<file path="src/rtl/iq_framer_pkg.sv">
// Shared types and header layout for the IQ sample framer.
package iq_framer_pkg;

   localparam logic [15:0] HDR_MARKER     = 16'hA55A;
   localparam int          HDR_MARKER_LSB = 48;
   localparam int          HDR_SEQ_LSB    = 32;
   localparam int          HDR_LO_LSB     = 0;

   typedef enum logic [2:0] {IDLE, CHECK, HEADER, STREAM, DROP} state_t;

   typedef struct packed {
      logic [31:0] i;
      logic [31:0] q;
   } iq_pair_t;

endpackage

</file>
<file path="src/rtl/iq_sample_framer_if.sv">
// Sample-side and FIFO-write-side buses of the IQ sample framer.
interface iq_sample_if;
   logic [31:0] i_data;
   logic        i_valid;
   logic [31:0] q_data;
   logic        q_valid;

   modport master (output i_data, i_valid, q_data, q_valid);
   modport slave  (input  i_data, i_valid, q_data, q_valid);
endinterface

interface iq_fifo_wr_if;
   logic [63:0] fifo_data;
   logic        fifo_we;
   logic [10:0] fifo_wrcnt;
   logic        fifo_full;

   modport master (output fifo_data, fifo_we, input  fifo_wrcnt, fifo_full);
   modport slave  (input  fifo_data, fifo_we, output fifo_wrcnt, fifo_full);
endinterface

</file>
<file path="src/rtl/iq_pair_align.sv">
// Pairs independently strobed I and Q samples; discards lone or repeated samples with skew_err.
module iq_pair_align
   import iq_framer_pkg::*;
#(
   parameter int PAIR_TIMEOUT = 15
) (
   input  logic        clk,
   input  logic        rst,
   input  logic        clear,
   input  logic [31:0] i_data,
   input  logic        i_valid,
   input  logic [31:0] q_data,
   input  logic        q_valid,
   output logic        pair_valid,
   output iq_pair_t    pair_data,
   output logic        skew_err
);

   localparam int AGE_W = (PAIR_TIMEOUT > 0) ? $clog2(PAIR_TIMEOUT + 1) : 1;

   logic             i_full, q_full;
   logic [31:0]      i_hold, q_hold;
   logic [AGE_W-1:0] age;
   logic             rep, timeout;

   // A pair forms on the edge where the later sample arrives; the earlier one comes from its hold.
   always_comb begin
      pair_valid  = !clear && (i_valid || i_full) && (q_valid || q_full);
      pair_data.i = i_valid ? i_data : i_hold;
      pair_data.q = q_valid ? q_data : q_hold;
      rep         = (i_valid && i_full) || (q_valid && q_full);
      timeout     = (i_full || q_full) && !i_valid && !q_valid && (age == AGE_W'(PAIR_TIMEOUT));
   end

   always_ff @(posedge clk) begin
      if (rst || clear) begin
         i_full   <= 1'b0;
         q_full   <= 1'b0;
         i_hold   <= '0;
         q_hold   <= '0;
         age      <= '0;
         skew_err <= 1'b0;
      end else begin
         skew_err <= rep || timeout;
         if (pair_valid || timeout) begin
            i_full <= 1'b0;
            q_full <= 1'b0;
            age    <= '0;
         end else begin
            if (i_valid) begin
               i_full <= 1'b1;
               i_hold <= i_data;
            end
            if (q_valid) begin
               q_full <= 1'b1;
               q_hold <= q_data;
            end
            // age restarts on every fresh sample, including an overwrite
            if (i_valid || q_valid || !(i_full || q_full))
               age <= '0;
            else
               age <= age + 1'b1;
         end
      end
   end

endmodule

</file>
<file path="src/rtl/iq_sample_framer.sv">
// Frames paired IQ samples into header-prefixed blocks, dropping whole blocks when the FIFO lacks room.
// Optional build macro IQ_FRAMER_TIMESTAMP_EN: header low word carries a free-running cycle count.
module iq_sample_framer
   import iq_framer_pkg::*;
#(
   parameter int BLOCKSIZE    = 1024,
   parameter int FIFO_DEPTH   = 2048,
   parameter int PAIR_TIMEOUT = 15
) (
   input  logic               clk,
   input  logic               rst,
   input  logic               enable,
   iq_sample_if.slave         adc,
   iq_fifo_wr_if.master       fifo,
   output logic [15:0]        drop_cnt,
   output logic               skew_err,
   output logic               ovf,
   output logic               block_done
);

   localparam int CNT_W = (BLOCKSIZE > 1) ? $clog2(BLOCKSIZE) : 1;

   state_t           state, state_nx;
   logic             pair_valid;
   iq_pair_t         pair_data, pend, src;
   logic             pend_vld, pend_ld;
   logic [15:0]      seq;
   logic [CNT_W-1:0] pair_cnt, pair_cnt_nx;
   logic             wr_req, take, cnt_last, room_ok, done_nx, seq_inc, drop_inc;
   logic [63:0]      wr_word, hdr, data_r;
   logic [31:0]      hdr_lo;
   logic             we_r;

   iq_pair_align #(.PAIR_TIMEOUT(PAIR_TIMEOUT)) u_align (
      .clk        (clk),
      .rst        (rst),
      .clear      (state == IDLE),
      .i_data     (adc.i_data),
      .i_valid    (adc.i_valid),
      .q_data     (adc.q_data),
      .q_valid    (adc.q_valid),
      .pair_valid (pair_valid),
      .pair_data  (pair_data),
      .skew_err   (skew_err)
   );

`ifdef IQ_FRAMER_TIMESTAMP_EN
   logic [31:0] ts_cnt;

   always_ff @(posedge clk) begin
      if (rst) ts_cnt <= '0;
      else     ts_cnt <= ts_cnt + 32'd1;
   end

   assign hdr_lo = ts_cnt;
`else
   assign hdr_lo = {16'd0, drop_cnt};
`endif

   always_comb begin
      hdr = '0;
      hdr[HDR_MARKER_LSB +: 16] = HDR_MARKER;
      hdr[HDR_SEQ_LSB    +: 16] = seq;
      hdr[HDR_LO_LSB     +: 32] = hdr_lo;
   end

   always_ff @(posedge clk) begin
      if (rst) state <= IDLE;
      else     state <= state_nx;
   end

   always_comb begin
      state_nx    = state;
      wr_req      = 1'b0;
      wr_word     = hdr;
      done_nx     = 1'b0;
      seq_inc     = 1'b0;
      drop_inc    = 1'b0;
      pend_ld     = 1'b0;
      pair_cnt_nx = pair_cnt;
      room_ok     = (FIFO_DEPTH - int'(fifo.fifo_wrcnt)) >= (BLOCKSIZE + 1);
      // a pair caught during CHECK waits one deep and goes out ahead of any new one
      take        = pair_valid || pend_vld;
      src         = pend_vld ? pend : pair_data;
      cnt_last    = (pair_cnt == CNT_W'(BLOCKSIZE - 1));
      if (!enable) begin
         state_nx    = IDLE;
         pair_cnt_nx = '0;
      end else begin
         case (state)
            IDLE: begin
               state_nx    = CHECK;
               pair_cnt_nx = '0;
            end
            CHECK: begin
               pend_ld = pair_valid;
               if (room_ok) begin
                  state_nx = HEADER;
                  wr_req   = 1'b1;
               end else begin
                  state_nx = DROP;
               end
            end
            HEADER, STREAM: begin
               state_nx = STREAM;
               if (take) begin
                  wr_req      = 1'b1;
                  wr_word     = src;
                  pair_cnt_nx = cnt_last ? '0 : pair_cnt + 1'b1;
                  if (cnt_last) begin
                     done_nx  = 1'b1;
                     seq_inc  = 1'b1;
                     state_nx = CHECK;
                  end
               end
            end
            DROP: begin
               if (take) begin
                  pair_cnt_nx = cnt_last ? '0 : pair_cnt + 1'b1;
                  if (cnt_last) begin
                     done_nx  = 1'b1;
                     seq_inc  = 1'b1;
                     drop_inc = 1'b1;
                     state_nx = CHECK;
                  end
               end
            end
            default: state_nx = IDLE;
         endcase
      end
   end

   always_ff @(posedge clk) begin
      if (rst) begin
         we_r       <= 1'b0;
         data_r     <= '0;
         block_done <= 1'b0;
         ovf        <= 1'b0;
         seq        <= '0;
         drop_cnt   <= '0;
         pair_cnt   <= '0;
         pend_vld   <= 1'b0;
         pend       <= '0;
      end else begin
         we_r       <= wr_req && !fifo.fifo_full;
         block_done <= done_nx;
         pair_cnt   <= pair_cnt_nx;
         pend_vld   <= pend_ld;
         if (wr_req)                   data_r   <= wr_word;
         if (wr_req && fifo.fifo_full) ovf      <= 1'b1;
         if (seq_inc)                  seq      <= seq + 16'd1;
         if (drop_inc && drop_cnt != 16'hFFFF) drop_cnt <= drop_cnt + 16'd1;
         if (pend_ld)                  pend     <= pair_data;
      end
   end

   assign fifo.fifo_we   = we_r;
   assign fifo.fifo_data = data_r;

endmodule

</file>
<file path="src/flat_wrapper.sv">
// flat-port wrapper written by rule: the top's interface ports become plain ports
module iq_sample_framer_flat import iq_framer_pkg::*;
#(
   parameter int BLOCKSIZE    = 1024,
   parameter int FIFO_DEPTH   = 2048,
   parameter int PAIR_TIMEOUT = 15
)
  (clk, rst, enable, drop_cnt, skew_err, ovf, block_done, adc_i_data, adc_i_valid, adc_q_data, adc_q_valid, fifo_fifo_data, fifo_fifo_we, fifo_fifo_wrcnt, fifo_fifo_full);
  iq_sample_if adc_i ();
  iq_fifo_wr_if fifo_i ();
  input  logic clk;
  input  logic rst;
  input  logic enable;
  output logic [15:0] drop_cnt;
  output logic skew_err;
  output logic ovf;
  output logic block_done;
  input wire logic [$bits(adc_i.i_data)-1:0] adc_i_data;
  input wire logic [$bits(adc_i.i_valid)-1:0] adc_i_valid;
  input wire logic [$bits(adc_i.q_data)-1:0] adc_q_data;
  input wire logic [$bits(adc_i.q_valid)-1:0] adc_q_valid;
  output wire logic [$bits(fifo_i.fifo_data)-1:0] fifo_fifo_data;
  output wire logic [$bits(fifo_i.fifo_we)-1:0] fifo_fifo_we;
  input wire logic [$bits(fifo_i.fifo_wrcnt)-1:0] fifo_fifo_wrcnt;
  input wire logic [$bits(fifo_i.fifo_full)-1:0] fifo_fifo_full;
  assign adc_i.i_data = adc_i_data;
  assign adc_i.i_valid = adc_i_valid;
  assign adc_i.q_data = adc_q_data;
  assign adc_i.q_valid = adc_q_valid;
  assign fifo_fifo_data = fifo_i.fifo_data;
  assign fifo_fifo_we = fifo_i.fifo_we;
  assign fifo_i.fifo_wrcnt = fifo_fifo_wrcnt;
  assign fifo_i.fifo_full = fifo_fifo_full;
  iq_sample_framer #(.BLOCKSIZE(BLOCKSIZE), .FIFO_DEPTH(FIFO_DEPTH), .PAIR_TIMEOUT(PAIR_TIMEOUT)) u_core (.clk(clk), .rst(rst), .enable(enable), .adc(adc_i), .fifo(fifo_i), .drop_cnt(drop_cnt), .skew_err(skew_err), .ovf(ovf), .block_done(block_done));
endmodule
</file>
<file path="config.mk">
export PLATFORM = sky130hd
export DESIGN_NAME = iq_sample_framer_flat
export DESIGN_NICKNAME = d
export VERILOG_FILES = /design/src/rtl/iq_framer_pkg.sv /design/src/rtl/iq_sample_framer_if.sv /design/src/rtl/iq_pair_align.sv /design/src/rtl/iq_sample_framer.sv /design/src/flat_wrapper.sv
export SDC_FILE = /design/constraint.sdc
export NUM_CORES = 1
export LEC_CHECK = 0
export BUFFER_PORTS_ARGS = -buffer_cell sky130_fd_sc_hd__buf_2
export CELL_PAD_IN_SITES_DETAIL_PLACEMENT = 0
export CELL_PAD_IN_SITES_GLOBAL_PLACEMENT = 2
export CORE_MARGIN = 2
export CORE_UTILIZATION = 35
export CTS_CLUSTER_SIZE = 24
export DETAILED_ROUTE_END_ITERATION = 12
export PLACE_DENSITY_LB_ADDON = 0.1
export SYNTH_ARGS = -nofsm -noshare
export SYNTH_HDL_FRONTEND = slang
export SYNTH_HIERARCHICAL = 1
export SYNTH_SLANG_ARGS = --single-unit
</file>
<file path="constraint.sdc">
create_clock -name clk -period 3.8 [get_ports clk]
set_input_delay 0.76 -clock clk [delete_from_list [all_inputs] [get_ports clk]]
set_output_delay 0.76 -clock clk [all_outputs]
set_load 0.005 [all_outputs]
</file>
==> results of run 1 <==
## cell families after synthesis
| kind of cell | count (synthesis) |
|---|---|
| adder cells (fa/ha/maj) | 6 |
| buffers and inverters | 113 |
| multiplexers | 163 |
| XOR/XNOR | 28 |
| flip-flops | 248 |
| AND/OR/NAND/NOR | 560 |
| AO/OA/AOI/OAI | 250 |
## power by group
part	leakage, nW	internal [W]	total (W)	switching, W
Clock	0.508	0.00182	0.00295	0.00113
Combinational	3.00	0.000170	0.000419	0.000249
Sequential	2.00	0.00264	0.00266	0.0000208
## synth_stat cells (all sizes together), types with 3 or more instances
library cell	count	area [µm²]
a2111oi	32	445
nand3b	4	30.0
buf	32	213
clkbuf	72	270
nand3	14	75.1
ha	6	75.1
mux2i	75	751
nor2b	35	219
o21bai	3	22.5
a211oi	35	263
or3	10	62.6
a21oi	111	556
inv	9	33.8
o211ai	25	188
mux2	88	991
nor2	95	357
and4	6	52.6
nand2b	5	38.8
nand4	7	43.8
nand2	308	1160
xnor2	15	131
a221oi	8	70.1
or2	7	43.8
and2	7	43.8
o2111ai	3	26.3
xor2	13	114
nor3	46	235
nor4	3	25.0
o21ai	16	80.1
and3	6	37.5
dfxtp	248	4960
## path summary, 6_finish.rpt
path / startpoint / endpoint / slack [ns] / cells after the start
worst min register to register: u_core/u_align/i_hold[2] / u_core/u_align/i_hold[2] / 0.45 / 2
worst max-delay path: u_core/state[1] / u_core/fifo.fifo_data[1] / 0.84 / 9
worst min-delay path: fifo_fifo_full / u_core/fifo.fifo_we / 0.40 / 2
worst max register to register: u_core/state[1] / u_core/fifo.fifo_data[1] / 0.84 / 9
## state kept, by name, indices dropped and copies added (netlist names), 3 cells and up
| signal | count |
|---|---|
| u_core/u_align/age | 4 |
| u_core/fifo.fifo_data | 64 |
| u_core/seq | 16 |
| u_core/pend | 64 |
| u_core/state | 3 |
| u_core/u_align/q_hold | 32 |
| u_core/pair_cnt | 10 |
| u_core/u_align/i_hold | 32 |
| u_core/drop_cnt | 16 |
## metal layers
metal / GRT usage, % / vias up
met2: 30.0 / 183
met4: 3.66 / 4
met1: 26.1 / 4621
li1: - / 5025
met3: 3.63 / 37
met5: 0 / -
## stage by stage
step	power [W]	utilization [%]
floorplan	0.00299	-
global placement	0.00313	39.0
detailed placement	0.00314	39.0
CTS	0.00611	42.1
global route	0.00627	42.1
finish	0.00602	42.1
## layout make-up
class | count | area (µm²) | area share [%]
diodes | 3 | 7.51 | 0.0533
multi-input cells | 1007 | 6390 | 45.4
clock inverters | 6 | 80.1 | 0.568
well taps | 448 | 561 | 3.98
inverters | 9 | 33.8 | 0.240
clock buffers | 50 | 947 | 6.72
flip-flops and latches | 248 | 4970 | 35.2
repair buffers | 191 | 1100 | 7.84
==> impl_metrics.py, run 1 <==
metrics = {
    "run_status": {
        "status": "finished, final reports clean",
    },
    "setup_path": {
        "path_class": "flip-flop to flip-flop",
        "cp.arrival_ns": 3.39,
        "startpoint_type": "flip-flop",
        "cp_max_fo": 20,
        "cp.required_ns": 4.23,
        "crit_chain": "or2_2 -> nor2_1 -> buf_4 -> nor2_1 -> o21ai_0 -> or2_2 -> buf_12 -> a211oi_1 -> a2111oi_1",
        "slowest_stage": "o21ai_0",
        "cp_top_family": "compound AO/OA/AOI/OAI gates",
        "cp-end-kind": "flip-flop",
        "critPathMaxStageDelay_ns": 0.55,
        "path_buf_inv": 2,
    },
    "floorplan": {
        "dieArea_um2": 35400,
        "dieWidth_um": 188,
        "die_h_um": 188,
        "ios": 165,
        "start_util_pct": 35.4,
        "rows": 67,
        "core_um2": 33400,
    },
    "sta": {
        "period_share_pct": 77.8,
        "hold_viol_final": 0,
        "maxSlewHeadroom_pct": 35.8,
        "max_freq_mhz": 338,
        "setup_viol": 0,
        "setup_tns_ns": 0,
        "tightestPinTransition_ns": 0.949,
        "rsz0062_at_grt": "false",
        "fin_worst_hold_slack_ns": 0.404,
        "skew_ns": 0.00670,
        "final.setup.worst_slack_ns": 0.844,
        "drv_slew": 0,
        "min_period_ns": 2.96,
    },
    "detailed_routing": {
        "highest_layer": "met5",
        "avgViaCountPerCell": 5.03,
        "wl_met2_um": 14800,
        "drt_wl_total_um": 33500,
        "wl_met1_um": 16500,
        "drcViolationCount": 0,
        "ant_nets": 0,
        "drt_iter0_drc": 422,
        "wire_per_inst_um": 17.1,
        "dr.pass1.iters": 5,
        "route.met3.wl_um": 1780,
        "vias": 9870,
    },
    "clock_tree": {
        "cts.clk_slew.worst_paths_ns": 0.06,
        "numCtsBuffers": 30,
        "cts_resized": 0,
        "tritoncts": "done",
        "ctsRootBufferMaster": "clkbuf_16",
        "hold_buffers": 0,
        "h-tree-depth": 1,
        "cts_setup_buffers": 0,
        "clock_sinks": 248,
        "clock_latency_ns": 0.55,
        "max-clock-path-buffers": 3,
    },
    "placement": {
        "routabilityCongestion": 0.775,
        "placed_area_um2": 13100,
        "dpl.hpwl_um": 21300,
        "dp.cells": 1903,
        "dp_slack_ns": 0.459,
        "port_buffers": 164,
    },
    "synthesis": {
        "synth-edff-count": 0,
        "synth_area_um2": 11900,
        "yosys.area_share.simple_pct": 20.9,
        "syn_avg_cell_area_um2": 8.67,
        "synthXorXnorAreaFrac_pct": 2.07,
        "muxShareOfSynthArea_pct": 14.7,
        "yosys_warnings": 6,
        "synth_nets": 1455,
        "synthFlopType": "dfxtp_1",
        "syn-instance-count": 1368,
        "synth_cell_type_count": 61,
        "synthArstFlopShare_pct": 0,
        "synth_top_family_by_area": "simple AND/OR/NAND/NOR gates",
        "ys_ff_latch": 248,
        "yosysSeqAreaShare_pct": 41.9,
        "synthAdderAreaFrac_pct": 0.633,
        "synth_compound_area_share_pct": 15.4,
    },
    "layout": {
        "fillCellCount": 3358,
        "mostFrequentLayoutCells": "nand2_1, dfxtp_1, buf_2, a21oi_1, nor2_1",
        "stdcell_area_um2": 14100,
        "layout_commonest_cell": "nand2_1",
        "nets": 1574,
        "syn2layout_area_growth_pct": 18.9,
        "finalNonFillerCells": 1962,
        "drive_gt1_share_pct": 20.6,
    },
    "flow_run": {
        "drv_cap": 0,
    },
    "global_routing": {
        "grt_max_degree": 82,
        "grt_usage_pct": 18.7,
        "antenna_found_initial": 6,
        "grt_pass1_wl_um": 53800,
        "gr-total-overflow": 0,
        "first_global_vias": 9564,
    },
    "power": {
        "p_per_area_nw_per_um2": 427,
        "peakVddDrop_uv": 311,
        "leakage_nw": 5.52,
    },
    "worst_hold_path": {
        "min_path_type": "primary input to flip-flop",
    },
}
Power figures use the tool's default switching activity.
==> inputs of run 2 (changes only) <==
==> constraint.sdc (replaced) <==
create_clock -name clk -period 2.8 [get_ports clk]
set_input_delay 0.56 -clock clk [delete_from_list [all_inputs] [get_ports clk]]
set_output_delay 0.56 -clock clk [all_outputs]
set_load 0.005 [all_outputs]
==> run 2 against run 1 <==
Setup slack got worse by 0.60 ns. Largest cell class unchanged. Clock power rose by 29%. Wire length up 0.13%. Global-route usage barely moved. Non-clock buffer count increased by 16. Clock skew is 0.0064 ns higher. Combinational power increased by 41%. Utilization up 0.33 points. Sequential share of layout area down 0.27 points. Count of clock-buffer cells in the layout shrank 4.
==> impl_metrics.py, run 2 (synthesized netlist as in run 1, its figures left out) <==
metrics = {
    "floorplan": {
        "die_h_um": 188,
        "core_um2": 33400,
        "start_util_pct": 35.4,
        "ios": 165,
        "dieArea_um2": 35400,
        "dieWidth_um": 188,
        "rows": 67,
    },
    "placement": {
        "placed_area_um2": 13200,
        "dpl.hpwl_um": 21300,
        "routabilityCongestion": 0.806,
        "port_buffers": 164,
    },
    "power": {
        "switching_power_w": 0.00191,
        "combPwrFrac_pct": 7.4,
        "intPower_w": 0.00609,
        "leakage_nw": 5.58,
        "power_w": 0.00800,
        "p_per_area_nw_per_um2": 563,
        "switching_share_pct": 23.8,
        "p_clk_share_pct": 47.6,
        "peakVddDrop_uv": 485,
        "seq_power_share_pct": 45.1,
    },
    "layout": {
        "mostFrequentLayoutCells": "nand2_1, dfxtp_1, buf_2, a21oi_1, nor2_1",
        "fillCellCount": 3372,
        "nets": 1590,
        "drive_gt1_share_pct": 21.4,
        "syn2layout_area_growth_pct": 19.8,
        "layout_commonest_cell": "nand2_1",
        "stdcell_area_um2": 14200,
    },
    "setup_path": {
        "cp.required_ns": 3.24,
        "crit_top_cell": "nor2_1",
        "cp_max_fo": 10,
        "worst_r2r_endpoint": "u_core/seq[15]",
        "reg2reg_depth": 9,
        "cp-end-kind": "flip-flop",
        "startpoint": "u_core/state[2]",
        "critPathMaxStageDelay_ns": 0.51,
        "startpoint_type": "flip-flop",
        "path_class": "flip-flop to flip-flop",
        "reg2reg_from": "u_core/state[2]",
        "cp-endpoint": "u_core/seq[15]",
        "r2r_slack_ns": 0.24,
        "slowest_stage": "dfxtp_1",
        "crit_chain": "nor2_1 -> nor2_1 -> o21ai_0 -> buf_4 -> a21oi_1 -> nand4_1 -> nor4_1 -> xnor2_1 -> nor2_1",
        "cp.arrival_ns": 3.00,
    },
    "detailed_routing": {
        "avgViaCountPerCell": 5.07,
        "drt_wl_total_um": 33600,
        "drcViolationCount": 0,
        "dr.pass1.iters": 4,
        "drt_iter0_drc": 532,
        "wire_per_inst_um": 17.0,
        "ant_nets": 0,
        "vias": 10000,
    },
    "clock_tree": {
        "tritoncts": "done",
        "hold_buffers": 0,
        "cts_resized": 0,
        "h-tree-depth": 1,
        "max-clock-path-buffers": 3,
        "numCtsBuffers": 30,
        "clock_sinks": 248,
        "cts_setup_buffers": 0,
        "ctsRootBufferMaster": "clkbuf_16",
        "clock_latency_ns": 0.56,
        "cts.clk_slew.worst_paths_ns": 0.06,
    },
    "sta": {
        "skew_ns": 0.0132,
        "period_share_pct": 91.4,
        "min_period_ns": 2.56,
        "maxSlewHeadroom_pct": 42.4,
        "tightestPinTransition_ns": 0.864,
        "setup_tns_ns": 0,
        "hold_viol_final": 0,
        "drv_slew": 0,
        "setup_viol": 0,
        "rsz0062_at_grt": "false",
        "max_freq_mhz": 391,
    },
    "global_routing": {
        "grt_usage_pct": 18.7,
        "grt_pass1_wl_um": 53900,
        "gr-total-overflow": 0,
        "antenna_found_initial": 8,
        "grt_max_degree": 76,
        "first_global_vias": 9563,
    },
    "flow_run": {
        "drv_cap": 0,
    },
    "run_status": {
        "status": "finished, final reports clean",
    },
    "worst_hold_path": {
        "min_path_type": "primary input to flip-flop",
        "hold_start": "fifo_fifo_full",
    },
}
-- run 2: cell types whose count changed in the layout (fill, tap and decap cells not counted) --
| cell | delta |
|---|---|
| diode_2 | +2 |
| bufinv_16 | -1 |
| clkbuf_8 | -4 |
| buf_4 | +12 |
| clkinv_2 | +4 |
| buf_12 | +4 |
-- run 2: worst min path at each step --
stage	end	slack (ns)	cells past startpoint
3_3_place_gp	u_core/u_align/age[0]	0.43	1
3_5_place_dp	u_core/u_align/age[0]	0.44	1
4_1_cts	u_core/fifo.fifo_we	0.20	2
2_1_floorplan	u_core/u_align/age[0]	0.42	1
6_report	u_core/fifo.fifo_we	0.22	2
5_1_grt	u_core/fifo.fifo_we	0.21	2
-- run 2: per-layer routing --
metal / vias to the layer above / GRT usage (%) / part of all wire, %
met3: 50 / 3.89 / 5.1
met5: - / 0 / 0.10
met1: 4746 / 26.2 / 49
met2: 168 / 29.0 / 43
met4: 6 / 4.82 / 2.4
li1: 5057 / - / -
-- run 2: layout make-up --
class | count | area, µm² | area share (%)
multi-input cells | 1007 | 6390 | 45.0
flip-flops and latches | 248 | 4970 | 35.0
repair buffers | 207 | 1270 | 8.97
clock buffers | 46 | 892 | 6.28
well taps | 448 | 561 | 3.95
clock inverters | 9 | 70.1 | 0.493
inverters | 9 | 33.8 | 0.238
diodes | 5 | 12.5 | 0.0881
-- run 2: per-stage QoR --
stage	instances	hold WS (ns)	utilization, %	worst slack (ns)
after floorplan	1368	0.418	-	0.147
after global placement	1917	0.432	39.5	-0.101
after detailed placement	1917	0.444	39.5	-0.151
after CTS	1972	0.200	42.4	0.206
after global routing	1976	0.211	42.4	0.0131
final	1979	0.218	42.5	0.241
-- run 2: power by group through the flow --
stage               sequential, W  combinational [W]  clock [W]
floorplan                 0.00368           0.000382          0
global placement          0.00368           0.000594          0
detailed placement        0.00368           0.000597          0
CTS                       0.00360           0.000599    0.00394
global route              0.00361           0.000649    0.00407
finish                    0.00360           0.000589    0.00380
-- run 2: critical path, delay by kind of cell, from the launching register on --
kind,cells,cell delay (ns)
AOI/OAI and AO/OA,2,0.48
xor gates and xnor gates,1,0.16
buffers and inverters,1,0.17
DFF,1,0.51
and+or+nand+nor,5,1.13
==> inputs of run 3 (changes only) <==
==> constraint.sdc (replaced) <==
create_clock -name clk -period 2.9 [get_ports clk]
set_input_delay 0.58 -clock clk [delete_from_list [all_inputs] [get_ports clk]]
set_output_delay 0.58 -clock clk [all_outputs]
set_load 0.005 [all_outputs]
==> run 3 against run 2 <==
Setup slack better by 0.070 ns. Flip-flop and latch count stayed put. Clock skew is 0.0039 ns higher. Register-to-register slack better by 0.07 ns. Wire length is 1.2% higher. Critical path depth is 1 higher. Sequential share of layout area hardly changed. Combinational power is 3% lower. Total power is 2.8% lower. Utilization hardly changed. Via count is 0.39% lower. Maximum frequency is 1.2% lower.
==> impl_metrics.py, run 3 (synthesized netlist as in run 1, its figures left out) <==
metrics = {
    "detailed_routing": {
        "drcViolationCount": 0,
        "drt_wl_total_um": 34000,
        "wire_per_inst_um": 17.2,
        "dr.pass1.iters": 4,
        "route.met3.wl_um": 1630,
        "ant_nets": 0,
        "avgViaCountPerCell": 5.05,
        "highest_layer": "met5",
        "drt_iter0_drc": 509,
        "wl_met1_um": 16900,
        "wl_met2_um": 14900,
        "vias": 9988,
    },
    "power": {
        "leakage_nw": 5.61,
        "switching_power_w": 0.00184,
        "p_per_area_nw_per_um2": 547,
        "switching_share_pct": 23.6,
        "peakVddDrop_uv": 440,
        "p_clk_share_pct": 47.9,
        "seq_power_share_pct": 44.8,
        "intPower_w": 0.00594,
        "combPwrFrac_pct": 7.3,
    },
    "clock_tree": {
        "ctsRootBufferMaster": "clkbuf_16",
        "numCtsBuffers": 31,
        "tritoncts": "done",
        "h-tree-depth": 1,
        "clock_sinks": 248,
        "cts.clk_slew.worst_paths_ns": 0.06,
        "max-clock-path-buffers": 3,
        "clock_latency_ns": 0.56,
    },
    "setup_path": {
        "cp.required_ns": 3.39,
        "crit_chain": "o22ai_2 -> nor2_1 -> o21ai_0 -> buf_4 -> buf_4 -> nor3_1 -> and2_1 -> nand4_1 -> or3_1 -> a21oi_1",
        "critPathMaxStageDelay_ns": 0.42,
        "reg2reg_from": "u_core/u_align/i_full",
        "reg2reg_depth": 10,
        "slowest_stage": "or3_1",
        "cp-end-kind": "flip-flop",
        "crit_top_cell": "buf_4",
        "startpoint_type": "flip-flop",
        "cp.arrival_ns": 3.08,
        "cp_max_fo": 9,
        "path_class": "flip-flop to flip-flop",
        "startpoint": "u_core/u_align/i_full",
    },
    "sta": {
        "drv_slew": 0,
        "period_share_pct": 89.3,
        "hold_viol_final": 0,
        "maxSlewHeadroom_pct": 29.4,
        "setup_viol": 0,
        "rsz0062_at_grt": "false",
        "final.setup.worst_slack_ns": 0.311,
        "skew_ns": 0.0171,
        "min_period_ns": 2.59,
        "max_freq_mhz": 386,
        "tightestPinTransition_ns": 1.06,
    },
    "floorplan": {
        "die_h_um": 188,
        "start_util_pct": 35.4,
        "ios": 165,
        "dieWidth_um": 188,
        "core_um2": 33400,
        "dieArea_um2": 35400,
        "rows": 67,
    },
    "global_routing": {
        "grt_usage_pct": 18.8,
        "grt_pass1_wl_um": 54000,
        "first_global_vias": 9582,
        "gr-total-overflow": 0,
        "grt_max_degree": 79,
        "antenna_found_initial": 4,
    },
    "layout": {
        "fin_util_pct": 42.5,
        "multi_input_area_um2": 6400,
        "drive_gt1_share_pct": 21.8,
        "mostFrequentLayoutCells": "nand2_1, dfxtp_1, buf_2, a21oi_1, nor2_1",
        "fillCellCount": 3356,
        "syn2layout_area_growth_pct": 19.9,
        "regArea_um2": 4970,
        "nets": 1594,
        "layout_commonest_cell": "nand2_1",
    },
    "placement": {
        "port_buffers": 164,
        "dpl.hpwl_um": 21300,
        "dp_slack_ns": -0.179,
        "routabilityCongestion": 0.796,
    },
    "flow_run": {
        "drv_cap": 0,
    },
    "worst_hold_path": {
        "hold_start": "fifo_fifo_full",
        "min_path_type": "primary input to flip-flop",
        "holdPathStages": 2,
    },
    "run_status": {
        "status": "finished, final reports clean",
    },
}
==> run 3: metrics by stage <==
stage / total power, W / instances / cell area, µm² / hold slack, ns / setup TNS, ns
after floorplan: 0.00392 / 1368 / 11900 / 0.418 / 0
after global placement: 0.00413 / 1921 / 13200 / 0.430 / -1.88
after CTS: 0.00790 / 1976 / 14200 / 0.216 / 0
final: 0.00777 / 1979 / 14200 / 0.244 / 0
after detailed placement: 0.00413 / 1921 / 13200 / 0.438 / -2.93
after global routing: 0.00809 / 1977 / 14200 / 0.236 / 0
==> run 3: cell type report <==
cell class                 instances  area share [%]
sequential                       248            34.9
clock buffer                      48            6.75
inverter                           9           0.238
antenna                            2          0.0352
clock inverter                     7           0.273
tap                              448            3.94
multi-input combinational       1008            45.0
timing repair buffer             209            8.81
==> run 3: critical path, delay by kind of cell, from the launching register on <==
kind                   cells  cell delay, ns
DFF                        1            0.39
buffers and inverters      2            0.32
and+or+nand+nor            5            1.41
AOI/OAI and AO/OA          3            0.41
==> run 3: metal layers <==
| metal | GRT usage, % | vias up |
|---|---|---|
| li1 | - | 5069 |
| met5 | 0 | - |
| met4 | 3.18 | 4 |
| met2 | 29.9 | 173 |
| met3 | 3.80 | 31 |
| met1 | 26.5 | 4711 |
==> run 3: what timing repair did <==
action                     CTS  global route
buffers inserted             0             0
setup endpoints to repair    0            15
gates resized for setup      0             0
hold buffers                 0             0
==> run 3: power groups by stage <==
stage          Combinational (W)  Clock, W  Sequential [W]
4_1_cts                 0.000577   0.00384         0.00348
5_1_grt                 0.000627   0.00398         0.00348
6_report                0.000571   0.00372         0.00348
3_3_place_gp            0.000573         0         0.00355
3_5_place_dp            0.000576         0         0.00355
2_1_floorplan           0.000369         0         0.00355
==> run 3: path summary, 6_finish.rpt <==
check | endpoint | slack, ns
worst max-delay path | u_core/drop_cnt[10] | 0.31
worst min-delay path | u_core/fifo.fifo_we | 0.24
worst max register to register | u_core/drop_cnt[10] | 0.31
worst min register to register | u_core/u_align/age[0] | 0.45
